==> src/rtl/counter_pkg.sv <==
// Shared types and widths for the up/down counter and its driver/monitor transactions.
package counter_pkg;

  // Boundary behaviour when a step would leave 0..max_val.
  typedef enum logic {
    MODE_WRAP = 1'b0,
    MODE_SAT  = 1'b1
  } mode_e;

  localparam int unsigned DefaultWidth = 8;
  localparam int unsigned DefaultStepW = 4;

  // Transaction field widths used by the driver and monitor.
  localparam int unsigned TxnCountW = DefaultWidth;
  localparam int unsigned TxnStepW  = DefaultStepW;
  // Monitor flag vector: {ovf_sticky, sat_hit, wrap, at_max, at_zero}.
  localparam int unsigned TxnFlagsW = 5;

endpackage

==> src/rtl/mod_step_calc.sv <==
// Combinational next-count calculation for one enabled step, including boundary events.
module mod_step_calc
  import counter_pkg::*;
#(
  parameter int unsigned WIDTH = DefaultWidth
) (
  input  logic [WIDTH-1:0] count_i,
  input  logic [WIDTH-1:0] step_i,     // effective step, already limited to max_i
  input  logic [WIDTH-1:0] max_i,
  input  logic             up_down_i,
  input  mode_e            mode_i,
  output logic [WIDTH-1:0] next_o,
  output logic             wrap_evt_o,
  output logic             sat_evt_o
);

  logic [WIDTH:0]   sum_x;
  logic [WIDTH:0]   max_x;
  logic [WIDTH-1:0] up_wrap;
  logic [WIDTH-1:0] dn_wrap;

  // Overflow test needs the carry, so the sum is kept at WIDTH+1 bits.
  assign sum_x = {1'b0, count_i} + {1'b0, step_i};
  assign max_x = {1'b0, max_i};

  // True wrapped results always lie in 0..max_i, so modular WIDTH-bit arithmetic is exact.
  assign up_wrap = count_i + step_i - max_i - WIDTH'(1);
  assign dn_wrap = count_i + max_i + WIDTH'(1) - step_i;

  // Select the next count and flag a wrap or saturation event.
  always_comb begin
    next_o     = count_i;
    wrap_evt_o = 1'b0;
    sat_evt_o  = 1'b0;
    if (step_i != '0) begin
      if (up_down_i) begin
        if (sum_x <= max_x) begin
          next_o = sum_x[WIDTH-1:0];
        end else if (mode_i == MODE_WRAP) begin
          next_o     = up_wrap;
          wrap_evt_o = 1'b1;
        end else begin
          next_o    = max_i;
          sat_evt_o = 1'b1;
        end
      end else begin
        if (step_i <= count_i) begin
          next_o = count_i - step_i;
        end else if (mode_i == MODE_WRAP) begin
          next_o     = dn_wrap;
          wrap_evt_o = 1'b1;
        end else begin
          next_o    = '0;
          sat_evt_o = 1'b1;
        end
      end
    end
  end

endmodule

==> src/rtl/mod_updown_counter.sv <==
// Up/down counter with programmable modulus, step and wrap/saturate mode plus event flags.
module mod_updown_counter
  import counter_pkg::*;
#(
  parameter int unsigned WIDTH  = DefaultWidth,
  parameter int unsigned STEP_W = DefaultStepW
) (
  input  logic              clock,
  input  logic              reset,
  input  logic [WIDTH-1:0]  din,
  input  logic              load,
  input  logic              enable,
  input  logic              up_down,
  input  logic [STEP_W-1:0] step,
  input  logic [WIDTH-1:0]  max_val,
  input  logic              mode,
  input  logic              clr_flags,
  output logic [WIDTH-1:0]  count,
  output logic              at_zero,
  output logic              at_max,
  output logic              wrap,
  output logic              sat_hit,
  output logic              ovf_sticky
);

  logic [WIDTH-1:0]        count_q, count_d;
  logic                    wrap_q, wrap_d;
  logic                    sat_q, sat_d;
  logic                    ovf_q, ovf_d;
  logic [WIDTH+STEP_W-1:0] step_x, max_x;
  logic [WIDTH-1:0]        step_eff;
  logic [WIDTH-1:0]        calc_next;
  logic                    calc_wrap, calc_sat;

  // Compare step and max_val at a common width, then limit the step to max_val.
  assign step_x   = {{WIDTH{1'b0}}, step};
  assign max_x    = {{STEP_W{1'b0}}, max_val};
  assign step_eff = (step_x > max_x) ? max_val : step_x[WIDTH-1:0];

  mod_step_calc #(
    .WIDTH (WIDTH)
  ) u_step_calc (
    .count_i    (count_q),
    .step_i     (step_eff),
    .max_i      (max_val),
    .up_down_i  (up_down),
    .mode_i     (mode_e'(mode)),
    .next_o     (calc_next),
    .wrap_evt_o (calc_wrap),
    .sat_evt_o  (calc_sat)
  );

  // Priority: load, then range clamp, then enabled step; pulses only from a step.
  always_comb begin
    count_d = count_q;
    wrap_d  = 1'b0;
    sat_d   = 1'b0;
    if (load) begin
      count_d = (din > max_val) ? max_val : din;
    end else if (count_q > max_val) begin
      count_d = max_val;
    end else if (enable) begin
      count_d = calc_next;
      wrap_d  = calc_wrap;
      sat_d   = calc_sat;
    end
    // A new event wins over a clear in the same cycle.
    ovf_d = ovf_q;
    if (wrap_d || sat_d) begin
      ovf_d = 1'b1;
    end else if (clr_flags) begin
      ovf_d = 1'b0;
    end
  end

  // Count and flag registers with synchronous reset.
  always_ff @(posedge clock) begin
    if (reset) begin
      count_q <= '0;
      wrap_q  <= 1'b0;
      sat_q   <= 1'b0;
      ovf_q   <= 1'b0;
    end else begin
      count_q <= count_d;
      wrap_q  <= wrap_d;
      sat_q   <= sat_d;
      ovf_q   <= ovf_d;
    end
  end

  assign count      = count_q;
  assign wrap       = wrap_q;
  assign sat_hit    = sat_q;
  assign ovf_sticky = ovf_q;
  assign at_zero    = (count_q == '0);
  assign at_max     = (count_q == max_val);

endmodule
==> config.mk <==
export PLATFORM = sky130hd
export DESIGN_NAME = mod_updown_counter
export DESIGN_NICKNAME = d
export VERILOG_FILES = /design/src/rtl/counter_pkg.sv /design/src/rtl/mod_step_calc.sv /design/src/rtl/mod_updown_counter.sv
export SDC_FILE = /design/constraint.sdc
export NUM_CORES = 1
export LEC_CHECK = 0
export BUFFER_PORTS_ARGS = -buffer_cell sky130_fd_sc_hd__buf_2
export CAP_MARGIN = 20
export CORE_AREA = 2 2 108 110
export CTS_BUF_LIST = sky130_fd_sc_hd__clkbuf_8
export CTS_CLUSTER_SIZE = 12
export DETAILED_ROUTE_END_ITERATION = 8
export DIE_AREA = 0 0 110 112
export PLACE_DENSITY = 0.46
export SLEW_MARGIN = 25
export SYNTH_ARGS = -nofsm -noshare
export SYNTH_HDL_FRONTEND = slang
export SYNTH_SLANG_ARGS = --single-unit
==> constraint.sdc <==
create_clock -name clock -period 7.8 [get_ports clock]
set_clock_uncertainty 0.2 [all_clocks]
set_input_delay 1.56 -clock clock [delete_from_list [all_inputs] [get_ports clock]]
set_output_delay 1.56 -clock clock [all_outputs]
set_load 0.01 [all_outputs]
Yosys cells after proc, flatten, opt, wreduce, memory -nomap -nowiden
Index checks and enable logic that the tools add are counted.
W data, S select, Z words.
- add/sub/neg operators: 8
- order comparisons: 5
- equality and inequality tests: 1
- muxes and demuxes: 29
- reduce and logical (&&, ||, !) cells: 7
- operator list (kind ; number):
    $mux W8 ; 11
    $sub A8 B8 Y8 ; 3
    $mux W1 ; 18
    $add A8 B8 Y8 ; 2
    $gt A8 B8 Y1 ; 2
    $add A8 B8 Y9 ; 1
    $le A9 B8 Y1 ; 1
    $add A8 B1 Y8 const B ; 1
    $eq A8 B8 Y1 ; 1
    $gt A4 B8 Y1 ; 1
    $le A8 B8 Y1 ; 1
    $logic_not A8 Y1 ; 1
    $reduce_bool A8 Y1 ; 1
    $sub A8 B1 Y8 const B ; 1
    $reduce_bool A3 Y1 ; 2
    $reduce_and A2 Y1 ; 1
    $reduce_bool A2 Y1 ; 1
    $logic_or A1 B1 Y1 ; 1
- register bits after elaboration: 11
- bits of input ports: 27
- output and inout port bits: 13
- logic and storage cells: 54

Depth between registers and ports, before layout
Gate-level depths: netlist (run 1).
- word-level depth: 12
- gate-level depth with buffers: 21

Cells and area by module
From an unflattened synthesis (run 1), not the netlist that was laid out.
- cell total of the unflattened synthesis: 430
- area, all modules: 3385.7 sq um
- by module, submodules not included (module ; instances ; cells an instance ; area each (sq um)):
    mod_step_calc ; 1 ; 293 ; 2235.9
    mod_updown_counter ; 1 ; 137 ; 1149.9

Least setup slack after synthesis (run 1)
No wires, ideal clock.
- path type: input port to flip-flop
- start: input port max_val[1]
- end: register count_q[6] (netlist: count[6])
- data arrival time: 5.940 ns
- data required time: 7.505 ns
- setup slack: 1.565 ns
- cell stages on the path: 20
- buffers on the path: 0
- cells stage by stage: inv_1 -> ha_1 -> nor2b_1 -> o211ai_1 -> a21oi_2 -> nor2_1 -> a21o_1 -> ha_1 -> fa_1 -> a21o_1 -> a2111oi_4 -> xor2_1 -> ha_1 -> nand4_1 -> a21oi_1 -> or4_1 -> a221o_1 -> mux2i_1 -> a221o_1 -> a221oi_1
- word-level cells in the longest chain between the ends: 12
- ends and longest elaborated chain (element ; line ; RTL):
    start, declared ; mod_updown_counter.sv:15 ; input logic [WIDTH-1:0] max_val,
    $gt A4 B8 Y1 ; mod_updown_counter.sv:38 ; assign step_eff = (step_x > max_x) ? max_val : step_x[WIDTH-1:0];
    $mux W8 ; mod_updown_counter.sv:38 ;
    $add A8 B8 Y8 ; mod_step_calc.sv:27 ; assign up_wrap = count_i + step_i - max_i - WIDTH'(1);
    $sub A8 B8 Y8 ; mod_step_calc.sv:27 ;
    $sub A8 B1 Y8 ; mod_step_calc.sv:27 ;
    $mux W8 ; mod_step_calc.sv:39 ; end else if (mode_i == MODE_WRAP) begin
    $mux W8 ; mod_step_calc.sv:37 ; if (sum_x <= max_x) begin
    $mux W8 ; mod_step_calc.sv:36 ; if (up_down_i) begin
    $mux W8 ; mod_step_calc.sv:35 ; if (step_i != '0) begin
    $mux W8 ; mod_updown_counter.sv:62 ; end else if (enable) begin
    $mux W8 ; mod_updown_counter.sv:60 ; end else if (count_q > max_val) begin
    $mux W8 ; mod_updown_counter.sv:58 ; if (load) begin
    end signal, assigned ; mod_updown_counter.sv:84 ; count_q <= count_d;
    end, declared ; mod_updown_counter.sv:26 ; logic [WIDTH-1:0] count_q, count_d;
Parallel ways exist; a longest one is shown, timed or not. The select of a mux whose other input is x is not followed.
A chain may end at the register's enable or synchronous reset.

Final worst setup path (run 1)
Ends and elaborated chain as after synthesis.

==> metrics.md, run 1 <==
| Metric | Value |
|---|---|
| Status | finished, final reports clean |
| Die Span X | ~110 µm |
| Reg2Reg Capture Point | count[6] |
| Critical Path AT | between 6000 and 7000 ps |
| Mapped cell area | 0.00330 mm² |
| Post-synthesis compound-gate area fraction | 25.0% |
| Synth Area in XOR/XNOR | under 10% |
| Worst setup EP type | register |
| Startpoint Class | input port |
| CTS Sinks | 11 |
| CP most frequent cell | ha_1 |
| Die Height | 112 µm |
| Hold path startpoint | ovf_sticky |
| Register area | 220 µm² |
| CP cell instances | buf_2 -> inv_1 -> ha_1 -> nor2b_1 -> o211ai_1 -> a21oi_2 -> nor2_1 -> a21o_1 -> ha_1 -> fa_1 -> a21o_1 -> a2111oi_4 -> xor2_1 -> ha_1 -> nand4_1 -> a21oi_1 -> or4_1 -> a221o_1 -> mux2i_1 -> a221o_1 -> a221oi_1 |
| Synthesized-area fraction occupied by and/or/nand/nor cells | 17.0% |
| Hold_buf cts | 0 |
| Largest net degree at the start of global routing | 17 |
| Final worst slack | 919 ps |
| Multiplexer share of the synthesized area | about 6.5% |
| Worst-path fanout max | 11 |
| Final-report hold violation count | 0 |
| Worst-Skew Late Latency | between 200 and 300 ps |
| Setup TNS | 0 ps |
| Post-place setup slack | 667 ps |
| DIE AREA | 0.0123 mm² |
| Post-synth EDFFs | 0 |
| LEAKAGE | 1.80 nW |
| Actual slew at the worst max-slew pin | 751 ps |
| Hold EP | ovf_sticky |
| IO Pins | 40 |
| Antenna violations before repair | 0 |
| Main synth FF type | dfxtp_1 |
| Syn_area_per_cell | 7.98 µm² |
| PD cells | 189 mW/mm² |
| Vias in the first global route | 3,241 |
| CTS tree | built |
| # fillers | 1,223 |
| Starting density of the core | 29.6% |
| Final setup fails | 0 |
| Yosys top cell by area | ha_1 |
| Global-route usage over all layers | 18.4% |
| DP Cell Count | 594 |
| Synth top cells by count | ha_1 (64), inv_1 (46), a21oi_1 (28) |
| Top post-synthesis cells by area | ha_1 (24%), fa_1 (8.5%), dfxtp_1 (6.7%) |
| Grt ovf | 0 |
| Core ar. | 0.0112 mm² |
| Max Slew Vio Count | 0 |
| Flop2flop setup slack | 3270 ps |
| Iteration count of the initial detailed-routing pass | 4 |
| Cts bufs inserted | 3 |
| Fin cells | about 600 |
| Met1 Routed Length | ~5 mm |
| Async S/R FF share, synth | 0% |
| Adder-Cell Fraction of Synth Area | around a third |
| Post-synthesis register bit count | 11 |
| Critical-path top delay cell | a221o_1 |
| Critical path class | input port to register |
| Worst R2R Path Depth | 13 |
| Via-per-instance ratio | 5.29 |
| Final core occ | 33.1% |
| Clk root buf | clkbuf_8 |
| Critical Path RT | about 7800 ps |
| Tcrit/Tclk final | 88.2% |
| # DRC | 0 |
| Max rail drop VDD | 0.0518 mV |
| Worst hold path class | register to register |
| CTS H-tree lvls | 1 |
| Routed wl met3 | 414 µm |
| RSZ-0062 raised after global routing | false |
| Antenna diode count | 0 |
| WHS Path Cells | 2 |
| CTS resizes | 0 |
| Max incr delay on CP | 550 ps |
| Drt wl/cell | 18.1 µm |
| Uppermost layer routed | met4 |
| Footprint of the multi-input gates | 0.00288 mm² |
| Routability Congestion | 0.847 |
| Iteration-0 DRC Markers | 129 |
| Post CTS Setup Buffer Count | 0 |
| Netlist cell types | 57 |
| Nets | 561 |
| Crit Reg-Reg Startpoint | count[0] |
| Met2 routed WL | around 5.0 mm |
| Synth-to-layout area growth | 11.9% |
| Gate Count Post-Synth | between 400 and 500 |
| Share of the synthesized area in the top cell type | approximately a quarter |
| Fin crit period | 6880 ps |
| Sequential share of the synthesized area | 6.66% |
| Routed via count | around 3,200 |
| DP Wirelength | 9.02 mm |
| Achievable frequency | around 0.15 GHz |
| First-pass GRT wire length | 17.5 mm |
| Ratio of cells with drive above 1 in the final layout | 12.5% |
| Num rows | 39 |
| Port Buffers | 39 |
| Largest family of logic cells by synthesized area | adder cells |
| Max_slew headroom | roughly half |
| Bufs on Longest Clock Path | 2 |
| Drt total wl | 10.8 mm |
| Max-cap viol count | 0 |
| Most numerous cell in the Yosys netlist | ha_1 |
| CTS clk-pin slew, worst paths | 60 ps |
| Detail Route Antenna Nets | 0 |
| Yosys warning total | 0 |
[cell families (layout without fill, tap and decap cells)]
group           after synthesis  count (layout)
fa+ha+maj                    78              78
flops                        11              11
xor+xnor                     18              18
compound gates              118             118
other cells                   2              11
buf+inv                      58              90
simple gates                109             109
mux                          20              20
[power by group]
part | leakage [nW] | switching [mW] | internal, mW
Combinational | 1.68 | 0.313 | 0.234
Clock | 0.0269 | 0.0245 | 0.0347
Sequential | 0.0911 | 0.0283 | 0.0650
[placed cells by master (no fill, tap or decap), types with 10 or more instances in the layout]
master	count
a211oi_1	10
a21o_1	11
a21oi_1	28
buf_2	39
conb_1	11
dfxtp_1	11
fa_1	14
ha_1	64
inv_1	47
mux2i_1	12
nand2_1	21
nand3_1	12
nor2_1	27
o211ai_1	11
o21ai_0	16
xnor2_1	11
[state kept, by name (all words and copies together), names as in the netlist]
| signal | cells |
|---|---|
| count | 8 |
| ovf_sticky | 1 |
| sat_hit | 1 |
| wrap | 1 |
[layout make-up]
class,instances,area share (%)
Multi-Input combinational cell,354,77.8
Clock inverter,1,0.101
Inverter,46,4.67
Timing Repair Buffer,40,5.48
Tap cell,143,4.84
Clock buffer,3,1.12
Sequential cell,11,5.95
[per-stage QoR]
| step | hold slack, ps | area, µm² | total power, mW |
|---|---|---|---|
| after floorplan | 267 | 3340 | 0.497 |
| after global placement | 237 | 3650 | 0.641 |
| after detailed placement | 241 | 3650 | 0.640 |
| after CTS | 248 | 3700 | 0.702 |
| after global routing | 281 | 3700 | 0.783 |
| final | 242 | 3700 | 0.700 |
[how the worst max path moves through the flow]
stage	from	endpoint	slack, ps	depth (start not counted)
3_3_place_gp	max_val[3]	count[6]	840	21
3_5_place_dp	max_val[1]	count[6]	670	21
6_report	max_val[1]	count[6]	920	21
5_1_grt	max_val[1]	count[6]	450	20
4_1_cts	max_val[1]	count[6]	910	21
2_1_floorplan	max_val[1]	count[6]	1570	20
[worst max-delay path: cells and delay by family]
family                   cells  cell delay (ps)
AO/OA/AOI/OAI                9             2430
adder cells (fa/ha/maj)      4             1270
AND/OR/NAND/NOR              4              810
buffers and inverters        2              310
XOR/XNOR                     1              260
multiplexers                 1              190
[per-layer routing]
metal	track usage, %	up-vias
met5	0	-
met4	6.75	0
met3	1.29	18
met2	30.1	83
met1	25.0	1480
li1	-	1584
Note: power is estimated with default switching activity, not from simulation.
==> run 2: changes to the inputs <==
BUFFER_PORTS_ARGS = -buffer_cell sky130_fd_sc_hd__buf_4   (was -buffer_cell sky130_fd_sc_hd__buf_2)
CAP_MARGIN = 40   (was 20)
==> run 2 against run 1 <==
Against the previous run: highest routed layer unchanged; final area increased by 2.6%; largest power group unchanged; non-clock buffer count stayed put; critical endpoint unchanged; final cell count is the same; sequential power up 0.4%; global-route usage grew 0.38 points; worst setup slack got worse by 13 ps; sequential share of layout area shrank 0.15 points; register-to-register slack worse by 100 ps; total power grew 2.9%; clock-buffer cell count stayed put; first-iteration DRC count up 40%; hold slack better by 15 ps.
==> metrics.md, run 2 (synthesis results as in run 1) <==
| Metric | Value |
|---|---|
| Critical Path AT | 6850 ps (about the same) |
| First-pass GRT wire length | 17.8 mm (+1.4%) |
| Min Hold Slack | 258 ps (+15.4 ps) |
| Setup TNS | 0 ps (unchanged) |
| Max rail drop VDD | 0.0579 mV (+12%) |
| Ratio of cells with drive above 1 in the final layout | 12.5% (unchanged) |
| DP Wirelength | 9.27 mm (+2.8%) |
| LEAKAGE | 1.82 nW (+1.4%) |
| Final setup fails | 0 (unchanged) |
| Worst-path fanout max | 11 (unchanged) |
| Bufs on Longest Clock Path | 2 (unchanged) |
| Max Slew Vio Count | 0 (unchanged) |
| Max incr delay on CP | 560 ps (about the same) |
| Die Height | 112 µm (unchanged) |
| Worst hold path class | register to register |
| Final Instance Area | 0.00380 mm² (+2.6%) |
| Worst R2R Path Depth | 13 (unchanged) |
| Final-report hold violation count | 0 (unchanged) |
| # DRC | 0 (unchanged) |
| CTS resizes | 0 (unchanged) |
| Detail Route Antenna Nets | 0 (unchanged) |
| CP delay by family, top | compound AO/OA/AOI/OAI gates |
| Die Span X | 110 µm (unchanged) |
| Startpoint Class | input port |
| Post CTS Setup Buffer Count | 0 (unchanged) |
| Routed via count | 3,199 (+1.1%) |
| Via-per-instance ratio | 5.35 (+1.1%) |
| Hold_buf cts | 0 (unchanged) |
| Actual slew at the worst max-slew pin | 744 ps (-7.25 ps) |
| Worst setup EP type | register |
| Starting density of the core | 29.6% (unchanged) |
| Status | finished, final reports clean |
| CP most frequent cell | ha_1 |
| PD cells | 190 mW/mm² (+0.24%) |
| DIE AREA | 0.0123 mm² (unchanged) |
| Num rows | 39 (unchanged) |
| Tcrit/Tclk final | 88.4% (+0.16 points) |
| Drt total wl | 11.2 mm (+3.1%) |
| CTS tree | built |
| Max_slew headroom | 50.0% (+0.49 points) |
| CTS clk-pin slew, worst paths | 60 ps (about the same) |
| Drt wl/cell | 18.7 µm (+3.1%) |
| Cts bufs inserted | 3 (unchanged) |
| CP cell instances | buf_4 -> inv_1 -> ha_1 -> nor2b_1 -> o211ai_1 -> a21oi_2 -> nor2_1 -> a21o_1 -> ha_1 -> fa_1 -> a21o_1 -> a2111oi_4 -> xor2_1 -> ha_1 -> nand4_1 -> a21oi_1 -> or4_1 -> a221o_1 -> mux2i_1 -> a221o_1 -> a221oi_1 |
| Iteration-0 DRC Markers | 181 (+40%) |
| Largest register FFs | 8 (unchanged) |
| Largest net degree at the start of global routing | 17 (unchanged) |
| Antenna diode count | 0 (unchanged) |
| Antenna violations before repair | 0 (unchanged) |
| IO Pins | 40 (unchanged) |
| Iteration count of the initial detailed-routing pass | 4 (unchanged) |
| Vias in the first global route | 3,333 (+2.8%) |
| Critical-path top delay cell | a221o_1 |
| Area after DPL | 0.00375 mm² (+2.7%) |
| Fin crit period | 6890 ps (+12.6 ps) |
| Routability Congestion | 0.851 (+0.52%) |
| RSZ-0062 raised after global routing | false |
| WHS Path Cells | 2 (unchanged) |
| Critical Path RT | 7760 ps (about the same) |
| Flop2flop setup slack | 3170 ps (-100 ps) |
| Worst-Skew Late Latency | 250 ps (about the same) |
| Achievable frequency | 0.145 GHz (-0.18%) |
| Commonest non-fill, non-tap cells in the layout | ha_1 (64), inv_1 (47), buf_4 (40), a21oi_1 (28), nor2_1 (27) |
| Max-cap viol count | 0 (unchanged) |
| Clk root buf | clkbuf_8 |
| Port Buffers | 39 (unchanged) |
| Final worst slack | 906 ps (-12.6 ps) |
| Core ar. | 0.0112 mm² (unchanged) |
| Synth-to-layout area growth | 14.9% |
| CP Buf/Inv Count | 2 (unchanged) |
| Nets | 561 (unchanged) |
| Grt ovf | 0 (unchanged) |
| Global-route usage over all layers | 18.8% (+0.38 points) |
| CTS Sinks | 11 (unchanged) |
| Commonest non-fill, non-tap cell in the layout | ha_1 |
| CTS H-tree lvls | 1 (unchanged) |
| Post-place setup slack | 660 ps (-7.24 ps) |
| Final Total Pwr | 0.720 mW (+2.9%) |
| Critical path class | input port to register |
| Cell count along the critical path | 21 (unchanged) |
[run 2: layer usage]
layer	share of wire (%)	GRT usage, %
met5	0	0
met4	1.3	4.47
met3	4.0	1.29
met2	50	33.0
met1	45	24.6
[run 2: path summary, 6_finish.rpt]
| check | startpoint | end |
|---|---|---|
| worst max-delay path | max_val[1] | count[6] |
| worst min-delay path | ovf_sticky | ovf_sticky |
| worst max register to register | count[1] | count[6] |
| worst min register to register | ovf_sticky | ovf_sticky |
[run 2: stage by stage]
stage	utilization [%]	std cells
5_1_grt	34.0	598
3_5_place_dp	33.6	594
3_3_place_gp	33.6	594
4_1_cts	34.0	598
2_1_floorplan	-	423
6_report	34.0	598
[run 2: cell type report]
type	instances	area, µm²
repair buffers	40	300
clock inverters	1	3.75
fillers	1199	7380
clock buffers	3	41.3
multi-input cells	354	2880
inverters	46	173
flip-flops and latches	11	220
well taps	143	179
[run 2: report_power, final]
group | switching, mW | leakage, nW | internal (mW)
Combinational | 0.321 | 1.70 | 0.245
Clock | 0.0260 | 0.0269 | 0.0349
Sequential | 0.0287 | 0.0911 | 0.0650
Total | 0.376 | 1.82 | 0.344
[run 2: worst reg2reg max path: stages (launching register included)]
cell and delay, ps:
dfxtp_1 760, ha_1 300, a21oi_1 100, o311ai_0 510, nor2_1 100, xor2_1 240
ha_1 290, nand4_1 120, a21oi_1 50, or4_1 490, a221o_1 560, mux2i_1 190
a221o_1 370, a221oi_1 250
==> run 3: changes to the inputs <==
clock period = 8.5 ns   (was 7.8 ns; I/O delays follow)
==> run 3 against run 2 <==
Against the previous run: critical path depth stayed put; total power down 8.6%; global-route usage grew 0.089 points; sequential cell count unchanged; combinational power fell by 8.7%; die area unchanged; register-to-register slack improved by 730 ps; sequential share of layout area did not move; first-iteration DRC count shrank 14%; sequential power shrank 7.6%; final area unchanged.
==> metrics.md, run 3 (synthesis results as in run 1) <==
| Metric | Value |
|---|---|
| Bufs on Longest Clock Path | 2 (unchanged) |
| DIE AREA | 0.0123 mm² (unchanged) |
| Grt ovf | 0 (unchanged) |
| Iteration-0 DRC Markers | 156 (-14%) |
| Largest register FFs | 8 (unchanged) |
| Num rows | 39 (unchanged) |
| Status | finished, final reports clean |
| RSZ-0062 raised after global routing | false |
| Port Buffers | 39 (unchanged) |
| Max_slew headroom | 51.3% (+1.3 points) |
| CTS clk-pin slew, worst paths | 60 ps (about the same) |
| Synth-to-layout area growth | 14.9% (unchanged) |
| CTS Sinks | 11 (unchanged) |
| Antenna violations before repair | 0 (unchanged) |
| Setup TNS | 0 ps (unchanged) |
| Core ar. | 0.0112 mm² (unchanged) |
| Vias in the first global route | 3,287 (-1.4%) |
| LEAKAGE | 1.82 nW (unchanged) |
| Commonest non-fill, non-tap cells in the layout | ha_1 (64), inv_1 (47), buf_4 (40), a21oi_1 (28), nor2_1 (27) |
| Worst setup EP type | register |
| Critical Path AT | 6960 ps (+110 ps) |
| Startpoint Class | input port |
| Die Span X | 110 µm (unchanged) |
| Hold_buf cts | 0 (unchanged) |
| Worst-path fanout max | 11 (unchanged) |
| CP most frequent cell | ha_1 |
| Routability Congestion | 0.851 (unchanged) |
| Final setup fails | 0 (unchanged) |
| Achievable frequency | 0.143 GHz |
| Via-per-instance ratio | 5.27 (-1.5%) |
| # fillers | 1,153 (-3.8%) |
| Worst-Skew Late Latency | 240 ps (about the same) |
| Detail Route Antenna Nets | 0 (unchanged) |
| First-pass GRT wire length | 17.9 mm (+0.70%) |
| Die Height | 112 µm (unchanged) |
| Starting density of the core | 29.6% (unchanged) |
| Iteration count of the initial detailed-routing pass | 4 (unchanged) |
| Max rail drop VDD | 0.0580 mV (+0.20%) |
| Final worst slack | 1490 ps (+582 ps) |
| CP cell instances | buf_4 -> inv_1 -> ha_1 -> nor2b_1 -> o211ai_1 -> a21oi_2 -> nor2_1 -> a21o_1 -> ha_1 -> fa_1 -> a21o_1 -> a2111oi_4 -> xor2_1 -> ha_1 -> nand4_1 -> a21oi_1 -> or4_1 -> a221o_1 -> mux2i_1 -> a221o_1 -> a221oi_1 |
| Global-route usage over all layers | 18.8% (+0.089 points) |
| # DRC | 0 (unchanged) |
| Max Slew Vio Count | 0 (unchanged) |
| Largest net degree at the start of global routing | 17 (unchanged) |
| Antenna diode count | 0 (unchanged) |
| Critical path class | input port to register |
| Clk root buf | clkbuf_8 |
| Post CTS Setup Buffer Count | 0 (unchanged) |
| Cts bufs inserted | 3 (unchanged) |
| Final-report hold violation count | 0 (unchanged) |
| Max incr delay on CP | 550 ps (about the same) |
| DP Wirelength | 9.23 mm (-0.43%) |
| Ratio of cells with drive above 1 in the final layout | 12.5% (unchanged) |
| CTS resizes | 0 (unchanged) |
| Critical Path RT | 8450 ps (+690 ps) |
| Drt wl/cell | 18.5 µm (-1.0%) |
| CTS tree | built |
| Drt total wl | 11.1 mm (-1.0%) |
| Routed via count | 3,151 (-1.5%) |
| Max-cap viol count | 0 (unchanged) |
| Post-place setup slack | 1280 ps (+621 ps) |
| Nets | 561 (unchanged) |
| Critical-path top delay cell | a221o_1 |
| CTS H-tree lvls | 1 (unchanged) |
| Fin crit period | 7010 ps |
| Actual slew at the worst max-slew pin | 725 ps (-18.9 ps) |
| PD cells | 173 mW/mm² (-8.6%) |
| Worst hold path class | register to register |
| Commonest non-fill, non-tap cell in the layout | ha_1 |
| Tcrit/Tclk final | between 80% and 90% |
| IO Pins | 40 (unchanged) |
-- run 3: cell counts in the layout (fill, tap and decap cells not counted) --
Identical to the previous run, type by type.
-- run 3: through the flow --
stage               util (%)  total power [mW]  area [µm²]  hold slack, ps  instances
floorplan                  -             0.457        3340             267        423
global placement        33.6             0.601        3750             244        594
detailed placement      33.6             0.601        3750             243        594
CTS                     34.0             0.658        3800             252        598
global route            34.0             0.728        3800             264        598
finish                  34.0             0.658        3800             246        598
-- run 3: worst max-delay path, delay by kind of cell --
family | cells | cell delay, ps
multiplexers | 1 | 190
AND/OR/NAND/NOR | 4 | 810
AO/OA/AOI/OAI | 9 | 2480
XOR/XNOR | 1 | 270
adder cells (fa/ha/maj) | 4 | 1250
buffers and inverters | 2 | 260
-- run 3: area by class of cell --
class                      count  area, µm²  area share [%]
clock buffer                   3       41.3            1.09
timing repair buffer          40        300            7.91
multi-input combinational    354       2880            75.8
inverter                      46        173            4.55
tap                          143        179            4.71
clock inverter                 1       3.75          0.0989
sequential                    11        220            5.80
-- run 3: worst paths after layout --
| kind | slack, ps | end | depth (start not counted) | startpoint |
|---|---|---|---|---|
| max | 1490 | count[6] | 21 | max_val[1] |
| min | 250 | ovf_sticky | 2 | ovf_sticky |
| max reg2reg | 3900 | count[6] | 13 | count[1] |
| min reg2reg | 250 | ovf_sticky | 2 | ovf_sticky |
-- run 3: per-layer routing --
| layer | part of all wire [%] | global-route usage, % | vias up | routed length [µm] |
|---|---|---|---|---|
| met5 | 0 | 0 | - | 0 |
| met2 | 49 | 32.6 | 61 | 5410 |
| met4 | 1.4 | 3.80 | 0 | 154 |
| met1 | 47 | 25.7 | 1498 | 5230 |
| li1 | - | - | 1578 | - |
| met3 | 2.5 | 0.937 | 14 | 281 |
-- run 3: power by group --
| group | switching, mW | internal, mW |
|---|---|---|
| sequential | 0.0269 | 0.0597 |
| clock | 0.0224 | 0.0319 |
| combinational | 0.293 | 0.224 |
